$ cat config.mk
export PLATFORM = sky130hd
export DESIGN_NAME = serial_alu
export DESIGN_NICKNAME = d
export VERILOG_FILES = /design/src/rtl/serial_alu.sv
export SDC_FILE = /design/constraint.sdc
export NUM_CORES = 1
export LEC_CHECK = 0
export CAP_MARGIN = 0
export CORE_ASPECT_RATIO = 0.9
export CORE_UTILIZATION = 45
export CTS_BUF_LIST = sky130_fd_sc_hd__clkbuf_8 sky130_fd_sc_hd__clkbuf_16
export CTS_CLUSTER_DIAMETER = 150
export DETAILED_ROUTE_END_ITERATION = 8
export GPL_ROUTABILITY_DRIVEN = 0
export HOLD_SLACK_MARGIN = 0.1
export MAX_ROUTING_LAYER = met4
export PLACE_DENSITY_LB_ADDON = 0.25
export SYNTH_ARGS = -nofsm -noshare
export SYNTH_HDL_FRONTEND = slang
export SYNTH_SLANG_ARGS = --single-unit
$ cat constraint.sdc
create_clock -name clk -period 5.15 [get_ports clk]
set_clock_uncertainty 0.2 [all_clocks]
set_input_delay 0.7725 -clock clk [delete_from_list [all_inputs] [get_ports clk]]
set_output_delay 0.7725 -clock clk [all_outputs]
set_load 0.01 [all_outputs]
$ cat src/rtl/serial_alu.sv
// Multi-cycle ALU: single-cycle logic/arithmetic ops, shifts by one bit per cycle.
// Results stay in a register until the consumer takes them.
module serial_alu #(
  parameter int XLEN = 32
) (
  input  logic            clk,
  input  logic            reset,
  input  logic            in_valid,
  output logic            in_ready,
  input  logic [3:0]      alu_ctrl,
  input  logic [XLEN-1:0] src_a,
  input  logic [XLEN-1:0] src_b,
  output logic            out_valid,
  input  logic            out_ready,
  output logic [XLEN-1:0] result,
  output logic            zero,
  output logic [1:0]      dbg_state
);

  localparam int SHW = $clog2(XLEN);
  localparam logic [SHW-1:0] CNT_ONE = {{(SHW-1){1'b0}}, 1'b1};

  localparam logic [3:0] OP_ADD  = 4'b0000;
  localparam logic [3:0] OP_SUB  = 4'b0001;
  localparam logic [3:0] OP_AND  = 4'b0010;
  localparam logic [3:0] OP_OR   = 4'b0011;
  localparam logic [3:0] OP_XOR  = 4'b0100;
  localparam logic [3:0] OP_SLT  = 4'b0101;
  localparam logic [3:0] OP_SLTU = 4'b0110;
  localparam logic [3:0] OP_SLL  = 4'b0111;
  localparam logic [3:0] OP_SRL  = 4'b1000;
  localparam logic [3:0] OP_SRA  = 4'b1001;

  typedef enum logic [1:0] {
    IDLE  = 2'd0,
    SHIFT = 2'd1,
    DONE  = 2'd2
  } state_t;

  state_t          state_q, state_d;
  logic [XLEN-1:0] acc_q, acc_d;
  logic [SHW-1:0]  cnt_q, cnt_d;
  logic [3:0]      op_q, op_d;
  logic [XLEN-1:0] alu_res;
  logic [SHW-1:0]  shamt;
  logic            is_shift;

  // Handshake: a request transfers on a rising edge where in_valid && in_ready;
  // a result transfers on a rising edge where out_valid && out_ready.
  // Neither ready depends combinationally on the opposite valid.
  assign in_ready  = (state_q == IDLE);
  assign out_valid = (state_q == DONE);
  assign result    = acc_q;
  assign zero      = (acc_q == '0);
  assign dbg_state = state_q;

  assign shamt    = src_b[SHW-1:0];
  assign is_shift = (alu_ctrl == OP_SLL) || (alu_ctrl == OP_SRL) || (alu_ctrl == OP_SRA);

  always_comb begin
    alu_res = '0;
    case (alu_ctrl)
      OP_ADD:  alu_res = src_a + src_b;
      OP_SUB:  alu_res = src_a - src_b;
      OP_AND:  alu_res = src_a & src_b;
      OP_OR:   alu_res = src_a | src_b;
      OP_XOR:  alu_res = src_a ^ src_b;
      OP_SLT:  alu_res = {{(XLEN-1){1'b0}}, ($signed(src_a) < $signed(src_b))};
      OP_SLTU: alu_res = {{(XLEN-1){1'b0}}, (src_a < src_b)};
      default: alu_res = '0;
    endcase
  end

  always_comb begin
    state_d = state_q;
    acc_d   = acc_q;
    cnt_d   = cnt_q;
    op_d    = op_q;
    case (state_q)
      IDLE: begin
        if (in_valid) begin
          op_d = alu_ctrl;
          if (is_shift) begin
            acc_d   = src_a;
            cnt_d   = shamt;
            state_d = (shamt == '0) ? DONE : SHIFT;
          end else begin
            acc_d   = alu_res;
            cnt_d   = '0;
            state_d = DONE;
          end
        end
      end
      SHIFT: begin
        case (op_q)
          OP_SLL:  acc_d = {acc_q[XLEN-2:0], 1'b0};
          OP_SRL:  acc_d = {1'b0, acc_q[XLEN-1:1]};
          default: acc_d = {acc_q[XLEN-1], acc_q[XLEN-1:1]};
        endcase
        cnt_d = cnt_q - CNT_ONE;
        if (cnt_q == CNT_ONE) state_d = DONE;
      end
      DONE: begin
        if (out_ready) state_d = IDLE;
      end
      default: state_d = IDLE;
    endcase
  end

  always_ff @(posedge clk) begin
    if (reset) begin
      state_q <= IDLE;
      acc_q   <= '0;
      cnt_q   <= '0;
      op_q    <= '0;
    end else begin
      state_q <= state_d;
      acc_q   <= acc_d;
      cnt_q   <= cnt_d;
      op_q    <= op_d;
    end
  end

endmodule

Yosys cells after proc, flatten, opt, wreduce, memory -nomap -nowiden
Index checks and enable logic that the tools add are counted.
{"block": "totals", "reg_bits": 43, "input_bits": 72, "out_inout_bits": 37, "wordCells": 56}
{"block": "op_classes", "addsub": 3, "order_cmp": 2, "eq_ne": 18, "mux": 14, "n_bitwise": 3, "n_reduce_logical": 11}
{"operator": "$pmux 32 s7", "count": 1}
{"operator": "$pmux 32 s2", "count": 2}
{"operator": "$lt 32x32->1", "count": 2}
{"operator": "$mux 32", "count": 2}
{"operator": "$add 32x32->32", "count": 1}
{"operator": "$and 32x32->32", "count": 1}
{"operator": "$logic_not 32->1", "count": 1}
{"operator": "$or 32x32->32", "count": 1}
{"operator": "$sub 32x32->32", "count": 1}
{"operator": "$xor 32x32->32", "count": 1}
{"operator": "$eq 4x3->1 const B", "count": 5}
{"operator": "$eq 4x4->1 const B", "count": 3}
{"operator": "$mux 2", "count": 5}
{"operator": "$mux 5", "count": 2}
{"operator": "$pmux 5 s2", "count": 1}
{"operator": "$eq 4x2->1 const B", "count": 2}
{"operator": "$pmux 2 s3", "count": 1}
{"operator": "$reduce_and 3->1", "count": 2}
{"operator": "$eq 5x1->1 const B", "count": 1}
{"operator": "$logic_not 5->1", "count": 1}
{"operator": "$sub 5x1->5 const B", "count": 1}
{"operator": "$eq 4x1->1 const B", "count": 1}
{"operator": "$logic_not 4->1", "count": 1}
{"operator": "$ne 2x2->1 const B", "count": 2}
{"operator": "other kinds (8)", "count": 10}

Depth between registers and ports, before layout
Gate-level depths: netlist of run 1.
{"block": "logic_depth", "word_depth": 6, "mapped_depth": 13, "depth_no_buf": 13}

Worst setup path after synthesis of run 1
No wires, ideal clock.
{"block": "synth_timing", "kind": "input to register", "from": "input port src_a[0]", "to": "register acc_q[24], in the netlist result[24]", "arrival_ps": 3489, "path_slack_ps": 1373, "cell_stages": 11, "n_path_buf": 0, "cell_sequence": "ha_1 > fa_1 > a21o_1 > a221o_1 > a41o_1 > o32ai_2 > o21bai_1 > a21o_1 > a41o_1 > a2111o_1 > a311oi_2"}
{"block": "synth_via", "elab_chain_len": 5}
{"element": "start: declaration", "line_no": "11", "source": "input logic [XLEN-1:0] src_a,"}
{"element": "$sub 32x32->32 or $add 32x32->32 (tied branches)", "line_no": "64, 63"}
{"element": "$pmux 32 s7 *", "line_no": "62", "source": "case (alu_ctrl)"}
{"element": "$mux 32 *", "line_no": "83", "source": "if (is_shift) begin"}
{"element": "$mux 32 *", "line_no": "81", "source": "if (in_valid) begin"}
{"element": "$pmux 32 s2 *", "line_no": "79", "source": "case (state_q)"}
{"element": "end signal: assignment", "line_no": "113", "source": "acc_q <= '0;"}
{"element": "end signal: assignment", "line_no": "118", "source": "acc_q <= acc_d;"}
{"element": "end: declaration", "line_no": "41", "source": "logic [XLEN-1:0] acc_q, acc_d;"}
Every way passes the cells marked *; elsewhere a longest branch is shown, timed or not. The select of a mux whose other input is x is not followed.
A chain may end at the register's enable or synchronous reset.

Worst setup path in the final report of run 1
{"block": "layout_timing", "from": "input port src_b[2]", "to": "register acc_q[29], in the netlist result[29]"}
{"block": "layout_via", "elab_chain_len": 5}
{"element": "start: declaration", "line_no": "12", "source": "input logic [XLEN-1:0] src_b,"}
{"element": "$sub 32x32->32 or $add 32x32->32 (tied branches)", "line_no": "64, 63"}
{"element": "$pmux 32 s7 *", "line_no": "62"}
{"element": "$mux 32 *", "line_no": "83"}
{"element": "$mux 32 *", "line_no": "81"}
{"element": "$pmux 32 s2 *", "line_no": "79"}
Marked as above.

==> metrics.csv, run 1 <==
stage,metric,value,unit
layout,instances_no_fill,1403,
floorplanning,start_util,46.7,%
place,dp_hpwl,21.3,mm
critical_path,crit_path_max_fanout,7,
sta,finalCriticalPeriod,4.36,ns
global_routing,overflow,0,
layout,drive_gt1_share,3.85,%
synthesis,avgSynthCellArea,6.74,um^2
sta,max_slew_margin,34.2,%
run_status,violations,design-rule violations,
critical_path,required,5.22,ns
critical_path,critPathSlowestCell,clkdlybuf4s50_1,
critical_path,crit_type,in -> reg,
critical_path,crit_path_cell_trace,clkdlybuf4s50_1 -> inv_1 -> ha_1 -> nor3_1 -> o311ai_1 -> a211oi_1 -> o21a_1 -> o31a_1 -> a221oi_1 -> o21ai_0 -> or2_0 -> o21ai_0 -> o21a_1,
route,via_count,8997,
floorplanning,floorplan.die.height,126,um
power,leakagePower,3.88,nW
synthesis,synthFlopType,dfxtp_1,
clock_tree,clk_latency,0.32,ns
global_routing,grt_antenna_before_repair,0,
layout,multiInputGateArea,6090,um^2
synthesis,ys_warn_count,0,
route,avgViaCountPerCell,6.41,
critical_path,end_kind,register,
sta,rsz0062_at_grt,false,
clock_tree,clock_path_buffers,2,
floorplanning,rows,44,
sta,max_freq,229,MHz
route,drt-initial-drc-count,1320,
floorplanning,io_pins,109,
synthesis,synth_cells,1134,
critical_path,start_kind,primary input,
layout,fillers,1602,
route,wl_per_cell,20.3,um
floorplanning,die_w,139,um
clock_tree,cts_resized,0,
critical_path,crit_arrival,4.43,ns
route,drcViolationCount,2,
clock_tree,cts_root_buf,clkbuf_16,
sta,slew_viol_final,0,
synthesis,syn-cell-area,7640,um^2
clock_tree,numCtsBuffers,5,
clock_tree,hold_buffers,0,
run_status,outcome,"complete, but fails checks",
clock_tree,cts_tree,done,
synthesis,synth_seq_cells,43,
job,maxCapViolations,0,
sta,final_hold_viol_count,0,
sta,min_period_over_period,84.6,%
worst_hold_path,hold_class,reg -> reg,
route,wirelength,28.5,mm
layout,regArea,861,um^2
power,ir_worst_vdd,0.0966,mV
clock_tree,cts.sinks,43,
synthesis,synthesis.nets,1323,
floorplanning,core-area,16400,um^2
place,portBuffers,108,
clock_tree,path_clk_slew,0.08,ns
synthesis,synth_cell_types,71,
sta,worstMarginPinSlew,0.983,ns
synthesis,synth_seq_area_share,11.3,%
critical_path,slowest_delay,0.56,ns
synthesis,async_flop_share,0,%
global_routing,grt_start_max_net_pins,44,
layout,area_delta_synth_final,17.9,%
layout,fin_nets,1384,
layout,antenna_cells,0,
sta,tns,0,ns
clock_tree,htreeDepth,2,
place,dp_cells,1395,
route,drtPass1Iterations,9,
power,power.density,182,nW/um^2
synthesis,synth_edf_count,0,
clock_tree,postCtsSetupRepairBufs,0,
global_routing,grt_pass1_vias,8223,
floorplanning,die_area,17500,um^2
global_routing,track_usage,33.0,%
global_routing,grt_pass1_wl,44.9,mm
route,postRouteAntennaNets,0,
sta,setup_viol,0,
power breakdown:
group | total, mW | switching [mW] | leakage (nW) | internal, mW
clock network | 0.362 | 0.179 | 0.0664 | 0.183
registers | 0.418 | 0.0528 | 0.354 | 0.365
logic | 0.858 | 0.508 | 3.46 | 0.350
total | 1.64 | 0.740 | 3.88 | 0.898
registers in the layout, summed over array words and instances, names as in the netlist:
signal / flops
cnt_q: 5
dbg_state: 2
op_q: 4
result: 32
logic make-up after synthesis:
family,Yosys count,synth area share [%]
xor gates and xnor gates,24,2.75
buffers and inverters,181,9.20
and+or+nand+nor,359,21.5
DFF,43,11.3
adders and majority gates,117,19.4
muxes,23,3.05
AOI/OAI and AO/OA,387,32.9
per-layer routing:
layer  vias to the layer above  wire, um  track usage [%]
met5                         -         0                -
met4                         0      1330             14.0
met3                       116      3090             6.20
met2                       582     12000             48.9
met1                      4101     12000             43.7
li1                       4198         -                -
stage by stage:
| step | area (um^2) | power, mW | hold WS [ns] | setup WS, ns | utilization [%] |
|---|---|---|---|---|---|
| after floorplan | 7640 | 0.938 | 0.266 | 1.37 | - |
| after CTS | 9010 | 1.61 | 0.305 | 0.886 | 55.1 |
| after global routing | 9010 | 1.72 | 0.355 | 0.510 | 55.1 |
| final | 9010 | 1.64 | 0.311 | 0.791 | 55.1 |
| after global placement | 8860 | 1.25 | 0.282 | 0.607 | 54.2 |
| after detailed placement | 8860 | 1.25 | 0.290 | 0.588 | 54.2 |
synth_stat cells, types with 8 or more instances:
cell type / number / area share, %
nand3_1: 18 / 1.2
a311oi_1: 9 / 1.0
buf_1: 8 / 0.39
nor3_1: 43 / 2.8
a221oi_1: 24 / 2.8
ha_1: 115 / 19
nor2_1: 129 / 6.3
nand2_1: 93 / 4.6
clkbuf_1: 62 / 3.0
inv_1: 102 / 5.0
and3_1: 8 / 0.66
dfxtp_1: 43 / 11
mux2i_1: 21 / 2.8
o221ai_1: 11 / 1.3
o21ai_0: 69 / 4.5
a21o_1: 17 / 1.7
xnor2_1: 20 / 2.3
a21oi_1: 139 / 9.1
nand4_1: 9 / 0.74
a211oi_1: 20 / 2.0
a31oi_1: 9 / 0.74
o31ai_1: 13 / 1.3
nor4_1: 19 / 1.6
o211ai_1: 9 / 0.88
critical path: cells and delay by family:
family | cells | cell delay (ns)
AOI/OAI and AO/OA | 8 | 2.24
adders and majority gates | 1 | 0.42
and+or+nand+nor | 2 | 0.36
buffers and inverters | 2 | 0.65
final cells by class:
type | count | share of cell area, %
clock inverter | 3 | 0.264
inverter | 104 | 4.33
multi-input combinational | 910 | 67.7
sequential | 43 | 9.56
timing repair buffer | 131 | 13.9
tap | 207 | 2.88
clock buffer | 5 | 1.39
path summary, 6_finish.rpt:
kind                                   from                 endpoint  slack, ns  cells after the start
setup / recovery                   src_b[2]  result[29]$_SDFFE_PP0P_       0.79                     13
hold / removal        cnt_q[4]$_SDFFE_PP0P_    cnt_q[4]$_SDFFE_PP0P_       0.31                      2
hold reg to reg       cnt_q[4]$_SDFFE_PP0P_    cnt_q[4]$_SDFFE_PP0P_       0.31                      2
setup reg to reg  dbg_state[0]$_SDFFE_PP0P_  result[26]$_SDFFE_PP0P_       2.05                      9
cell usage in the layout, fill, tap and decap left out, drive strengths merged, types with 8 or more instances in the layout:
cell type and count:
o211ai 9, nor2 129, nand3 18, inv 104
o21ai 70, o221ai 11, a211oi 20, nand2 93
clkdlybuf4s50 108, and3 8, nor4 19, buf 23
mux2i 21, a311oi 10, nand4 9, a221oi 24
o31ai 13, ha 115, a21oi 139, a21o 17
xnor2 20, a31oi 9, nor3 43, dfxtp 43
Power figures use the tool's default switching activity.
==> inputs of run 2 (changes only) <==
Clock period 5.15 ns to 3.5 ns, I/O delays scaled along.
==> run 2 against run 1 <==
The run now ends clean. Core utilization grew 17 points. Register-to-register slack lost 1.3 ns. Cell area grew 30%. Worst setup slack lost 0.78 ns. Global-route usage grew 4.1 points. Combinational power grew 110%. Hold slack lost 0.0074 ns. Cell count grew 18%. Critical endpoint is now result[19]$_SDFFE_PP0P_.
==> metrics.csv, run 2 (synthesized netlist as in run 1, its figures left out) <==
stage,metric,value,unit
run_status,outcome,completed,
critical_path,r2r-end,result[17]$_SDFFE_PP0P_,
sta,min_period_over_period,99.8,%
worst_hold_path,whs_path_depth,2,
clock_tree,hold_buffers,0,
layout,final_cell_mix,"buf_4 (271), nor2_1 (126), a21oi_1 (123)",
critical_path,crit_path_cell_trace,clkdlybuf4s50_1 -> buf_4 -> ha_2 -> a21o_1 -> a21oi_2 -> buf_4 -> buf_4 -> buf_4 -> buf_4 -> a41o_1 -> o21ai_2 -> a21boi_1 -> buf_4 -> mux2i_2 -> a21oi_1 -> a2111oi_1,
critical_path,reg2reg_from,dbg_state[0]$_SDFFE_PP0P_,
floorplanning,die_w,139,um
layout,final_common_cell,buf_4,
sta,max_freq,286,MHz
sta,final_hold_viol_count,0,
sta,timing.final.ws_setup,0.00692,ns
global_routing,grt_antenna_before_repair,0,
layout,area_delta_synth_final,53.8,%
global_routing,track_usage,37.2,%
place,dp_hpwl,24.4,mm
layout,antenna_cells,0,
critical_path,end_kind,register,
critical_path,critPathSlowestCell,clkdlybuf4s50_1,
worst_hold_path,min_to,cnt_q[4]$_SDFFE_PP0P_,
clock_tree,cts_tree,done,
power,leakagePower,5.38,nW
global_routing,overflow,0,
floorplanning,die_area,17500,um^2
floorplanning,rows,44,
sta,finalCriticalPeriod,3.49,ns
route,drtPass1Iterations,8,
global_routing,grt_pass1_vias,9817,
sta,rsz0062_at_grt,true,
critical_path,crit_arrival,3.50,ns
floorplanning,floorplan.die.height,126,um
critical_path,path_common_cell,buf_4,
floorplanning,core-area,16400,um^2
sta,setup_viol,0,
layout,fin_nets,1642,
clock_tree,cts_root_buf,clkbuf_16,
critical_path,required,3.51,ns
power,power.density,250,nW/um^2
worst_hold_path,worst_hold_startpoint,cnt_q[4]$_SDFFE_PP0P_,
global_routing,grt_start_max_net_pins,43,
layout,stdcell_area,11800,um^2
layout,final_util,71.9,%
job,maxCapViolations,0,
layout,multiInputGateArea,6820,um^2
worst_hold_path,hold_class,reg -> reg,
global_routing,grt_pass1_wl,50.6,mm
floorplanning,io_pins,109,
sta,max_slew_margin,49.9,%
clock_tree,path_clk_slew,0.08,ns
layout,largest_reg_flops,32,
route,via_count,10627,
sta,slew_viol_final,0,
sta,worstMarginPinSlew,0.748,ns
layout,fillers,1240,
clock_tree,clk_latency,0.32,ns
layout,regArea,861,um^2
power,finalPower,2.93,mW
route,wirelength,33.8,mm
route,drt-initial-drc-count,1616,
route,drcViolationCount,0,
clock_tree,clock_path_buffers,2,
clock_tree,htreeDepth,2,
critical_path,rrSetupSlack,0.78,ns
route,avgViaCountPerCell,6.40,
critical_path,start_kind,primary input,
critical_path,slowest_delay,0.47,ns
place,portBuffers,108,
critical_path,crit_type,in -> reg,
place,placed_cell_area,10700,um^2
route,postRouteAntennaNets,0,
critical_path,crit_path_max_fanout,2,
place,pre_cts_slack,-0.794,ns
layout,drive_gt1_share,28.6,%
power,ir_worst_vdd,0.183,mV
critical_path,rr_worst_depth,6,
clock_tree,numCtsBuffers,5,
route,wl_per_cell,20.3,um
sta,tns,0,ns
floorplanning,start_util,46.7,%
clock_tree,cts.sinks,43,
-- run 2: how the worst max path moves through the flow --
stage               slack [ns]  cells past startpoint                 endpoint      start
global placement         -0.76                     14  result[31]$_SDFFE_PP0P_  src_b[12]
global route             -0.08                     15  result[31]$_SDFFE_PP0P_  src_b[11]
finish                   0.007                     16  result[19]$_SDFFE_PP0P_  src_b[11]
detailed placement       -0.79                     14  result[31]$_SDFFE_PP0P_  src_b[12]
CTS                      -0.01                     12  result[24]$_SDFFE_PP0P_   src_a[2]
floorplan                 0.01                     11  result[24]$_SDFFE_PP0P_   src_a[0]
-- run 2: worst max-delay path: cells and delay by family --
family	cells	cell delay [ns]
AO/OA/AOI/OAI	7	1.34
buffers and inverters	7	1.22
multiplexers	1	0.24
adder cells (fa/ha/maj)	1	0.17
-- run 2: power breakdown --
| part | internal [mW] | leakage (nW) | switching [mW] |
|---|---|---|---|
| clock | 0.269 | 0.0664 | 0.263 |
| sequential | 0.537 | 0.354 | 0.0800 |
| combinational | 0.846 | 4.95 | 0.940 |
-- run 2: layout make-up --
type | instances | area share (%)
multi-input combinational | 910 | 58.0
timing repair buffer | 389 | 27.9
sequential | 43 | 7.32
inverter | 104 | 3.32
tap | 207 | 2.20
clock buffer | 5 | 1.06
clock inverter | 3 | 0.202
-- run 2: through the flow --
stage                     hold slack, ns  std cells
after floorplan                    0.266       1134
after global placement             0.289       1632
after detailed placement           0.294       1632
after CTS                          0.306       1651
after global routing               0.328       1661
final                              0.304       1661
-- run 2: timing repair --
item	CTS	global route
resized for setup	71	130
setup buffers	11	10
pin swaps	30	41
endpoints found under the setup margin	21	19
-- run 2: layer usage --
metal	vias up	global-route usage (%)	wire, um
li1	4717	-	-
met3	252	7.26	3960
met2	796	58.7	14600
met4	0	17.9	2260
met5	-	-	0
met1	4862	45.3	12900
==> inputs of run 3 (changes only) <==
Clock period 3.5 ns to 3.45 ns, I/O delays scaled along.
==> run 3 against run 2 <==
Clock power increased by 3%. Critical path depth decreased by 2. Combinational power decreased by 3%. Sequential power increased by 1%. Sequential share of layout area increased by 0.22 points. Die area unchanged. First-iteration DRC count decreased by 21%. Register-to-register slack got worse by 0.14 ns. Critical endpoint is now result[23]$_SDFFE_PP0P_.
==> metrics.csv, run 3 (synthesized netlist as in run 1, its figures left out) <==
stage,metric,value,unit
sta,final_hold_viol_count,0,
worst_hold_path,worst_hold_startpoint,cnt_q[4]$_SDFFE_PP0P_,
critical_path,cp.buffers_inverters,3,
route,drcViolationCount,0,
sta,min_period_over_period,98.1,%
critical_path,crit_family,compound AO/OA/AOI/OAI gates,
global_routing,grt_antenna_before_repair,0,
route,wirelength,32.4,mm
critical_path,start_kind,primary input,
global_routing,overflow,0,
floorplanning,start_util,46.7,%
place,portBuffers,108,
sta,finalCriticalPeriod,3.39,ns
layout,fin_nets,1637,
layout,instances_no_fill,1656,
sta,max_slew_margin,60.2,%
route,via_count,10274,
sta,timing.final.ws_setup,0.0643,ns
clock_tree,numCtsBuffers,5,
job,maxCapViolations,0,
floorplanning,die_area,17500,um^2
floorplanning,rows,44,
worst_hold_path,whs_path_depth,2,
route,avgViaCountPerCell,6.20,
layout,final_cell_mix,"buf_4 (271), a21oi_1 (130), nor2_1 (127)",
sta,worstMarginPinSlew,0.592,ns
clock_tree,clk_latency,0.32,ns
route,drt-initial-drc-count,1283,
power,power.density,255,nW/um^2
power,leakagePower,5.27,nW
clock_tree,cts_tree,done,
critical_path,critPathSlowestCell,clkdlybuf4s50_1,
route,drtPass1Iterations,7,
run_status,outcome,completed,
critical_path,slowest_delay,0.49,ns
worst_hold_path,hold_class,reg -> reg,
floorplanning,core-area,16400,um^2
global_routing,grt_pass1_wl,49.7,mm
sta,slew_viol_final,0,
sta,setup_viol,0,
global_routing,grt_pass1_vias,9692,
layout,antenna_cells,0,
critical_path,end_kind,register,
critical_path,required,3.44,ns
worst_hold_path,min_to,cnt_q[4]$_SDFFE_PP0P_,
floorplanning,die_w,139,um
critical_path,crit_arrival,3.37,ns
critical_path,rr_worst_depth,7,
critical_path,r2r-end,result[25]$_SDFFE_PP0P_,
route,postRouteAntennaNets,0,
critical_path,crit_path_cell_trace,clkdlybuf4s50_1 -> inv_1 -> ha_2 -> nand2_1 -> nor4_2 -> o2111ai_1 -> o221ai_2 -> nor2_2 -> o21ai_0 -> buf_4 -> mux2i_1 -> xnor2_1 -> a21oi_1 -> nor3_1,
layout,final_common_cell,buf_4,
clock_tree,path_clk_slew,0.08,ns
critical_path,reg2reg_from,dbg_state[0]$_SDFFE_PP0P_,
layout,largest_reg_flops,32,
place,dp_hpwl,24.0,mm
floorplanning,io_pins,109,
clock_tree,cts.sinks,43,
place,dp_cells,1634,
clock_tree,cts_root_buf,clkbuf_16,
place,pre_cts_slack,-0.721,ns
layout,area_delta_synth_final,49.4,%
power,ir_worst_vdd,0.187,mV
layout,final_util,69.8,%
sta,max_freq,295,MHz
global_routing,track_usage,36.6,%
clock_tree,htreeDepth,2,
global_routing,grt_start_max_net_pins,43,
clock_tree,clock_path_buffers,2,
critical_path,crit_type,in -> reg,
layout,drive_gt1_share,26.2,%
critical_path,rrSetupSlack,0.64,ns
critical_path,crit_path_max_fanout,6,
floorplanning,floorplan.die.height,126,um
route,wl_per_cell,19.6,um
[run 3: what timing repair did]
item	in CTS	in global routing
setup endpoints to repair	21	21
hold buffers	0	0
gates resized for setup	52	92
buffers inserted	7	7
hold endpoints to repair	0	0
pin swaps	18	36
[run 3: metrics by stage]
step | setup TNS [ns] | hold WS [ns] | cell area [um^2] | total power [mW]
2_1_floorplan | 0 | 0.266 | 7640 | 1.40
3_3_place_gp | -11.08 | 0.283 | 10700 | 2.16
3_5_place_dp | -11.56 | 0.308 | 10700 | 2.18
4_1_cts | -0.0403 | 0.317 | 11000 | 2.77
5_1_grt | -0.153 | 0.346 | 11400 | 3.05
6_report | 0 | 0.317 | 11400 | 2.91
[run 3: routing by layer]
metal,global-route usage (%),share of wire [%],wire length (um)
met1,45.9,40,13000
met2,56.6,43,14000
met3,7.64,12,3850
met4,16.1,4.9,1590
met5,-,0,0
[run 3: power by group]
part	switching [mW]	internal [mW]	total, mW
sequential	0.0799	0.545	0.625
combinational	0.909	0.832	1.74
clock	0.275	0.273	0.548
total	1.26	1.65	2.91
[run 3: worst max-delay path by stage]
stage	startpoint	end	slack, ns	cells past startpoint
after floorplan	src_a[0]	result[24]$_SDFFE_PP0P_	0.02	11
after global placement	src_a[0]	result[0]$_SDFFE_PP0P_	-0.63	16
after detailed placement	src_b[12]	result[31]$_SDFFE_PP0P_	-0.72	15
after CTS	src_a[6]	result[31]$_SDFFE_PP0P_	-0.04	14
after global routing	src_a[1]	result[31]$_SDFFE_PP0P_	-0.07	14
final	src_b[19]	result[23]$_SDFFE_PP0P_	0.06	14
[run 3: worst reg2reg max path, stage by stage, from the launching register on]
cell and delay [ns]:
dfxtp_1 0.59, nand2b_1 0.39, o21ai_0 0.54, nor2_1 0.11, nor3_1 0.47, nand3_1 0.12
mux2_2 0.27, nand3_1 0.08
[run 3: cell type report]
class | instances | area (um^2)
well taps | 207 | 259
repair buffers | 384 | 3180
clock buffers | 5 | 125
flip-flops and latches | 43 | 861
clock inverters | 3 | 23.8
fillers | 1352 | 4930
inverters | 104 | 390
multi-input cells | 910 | 6580
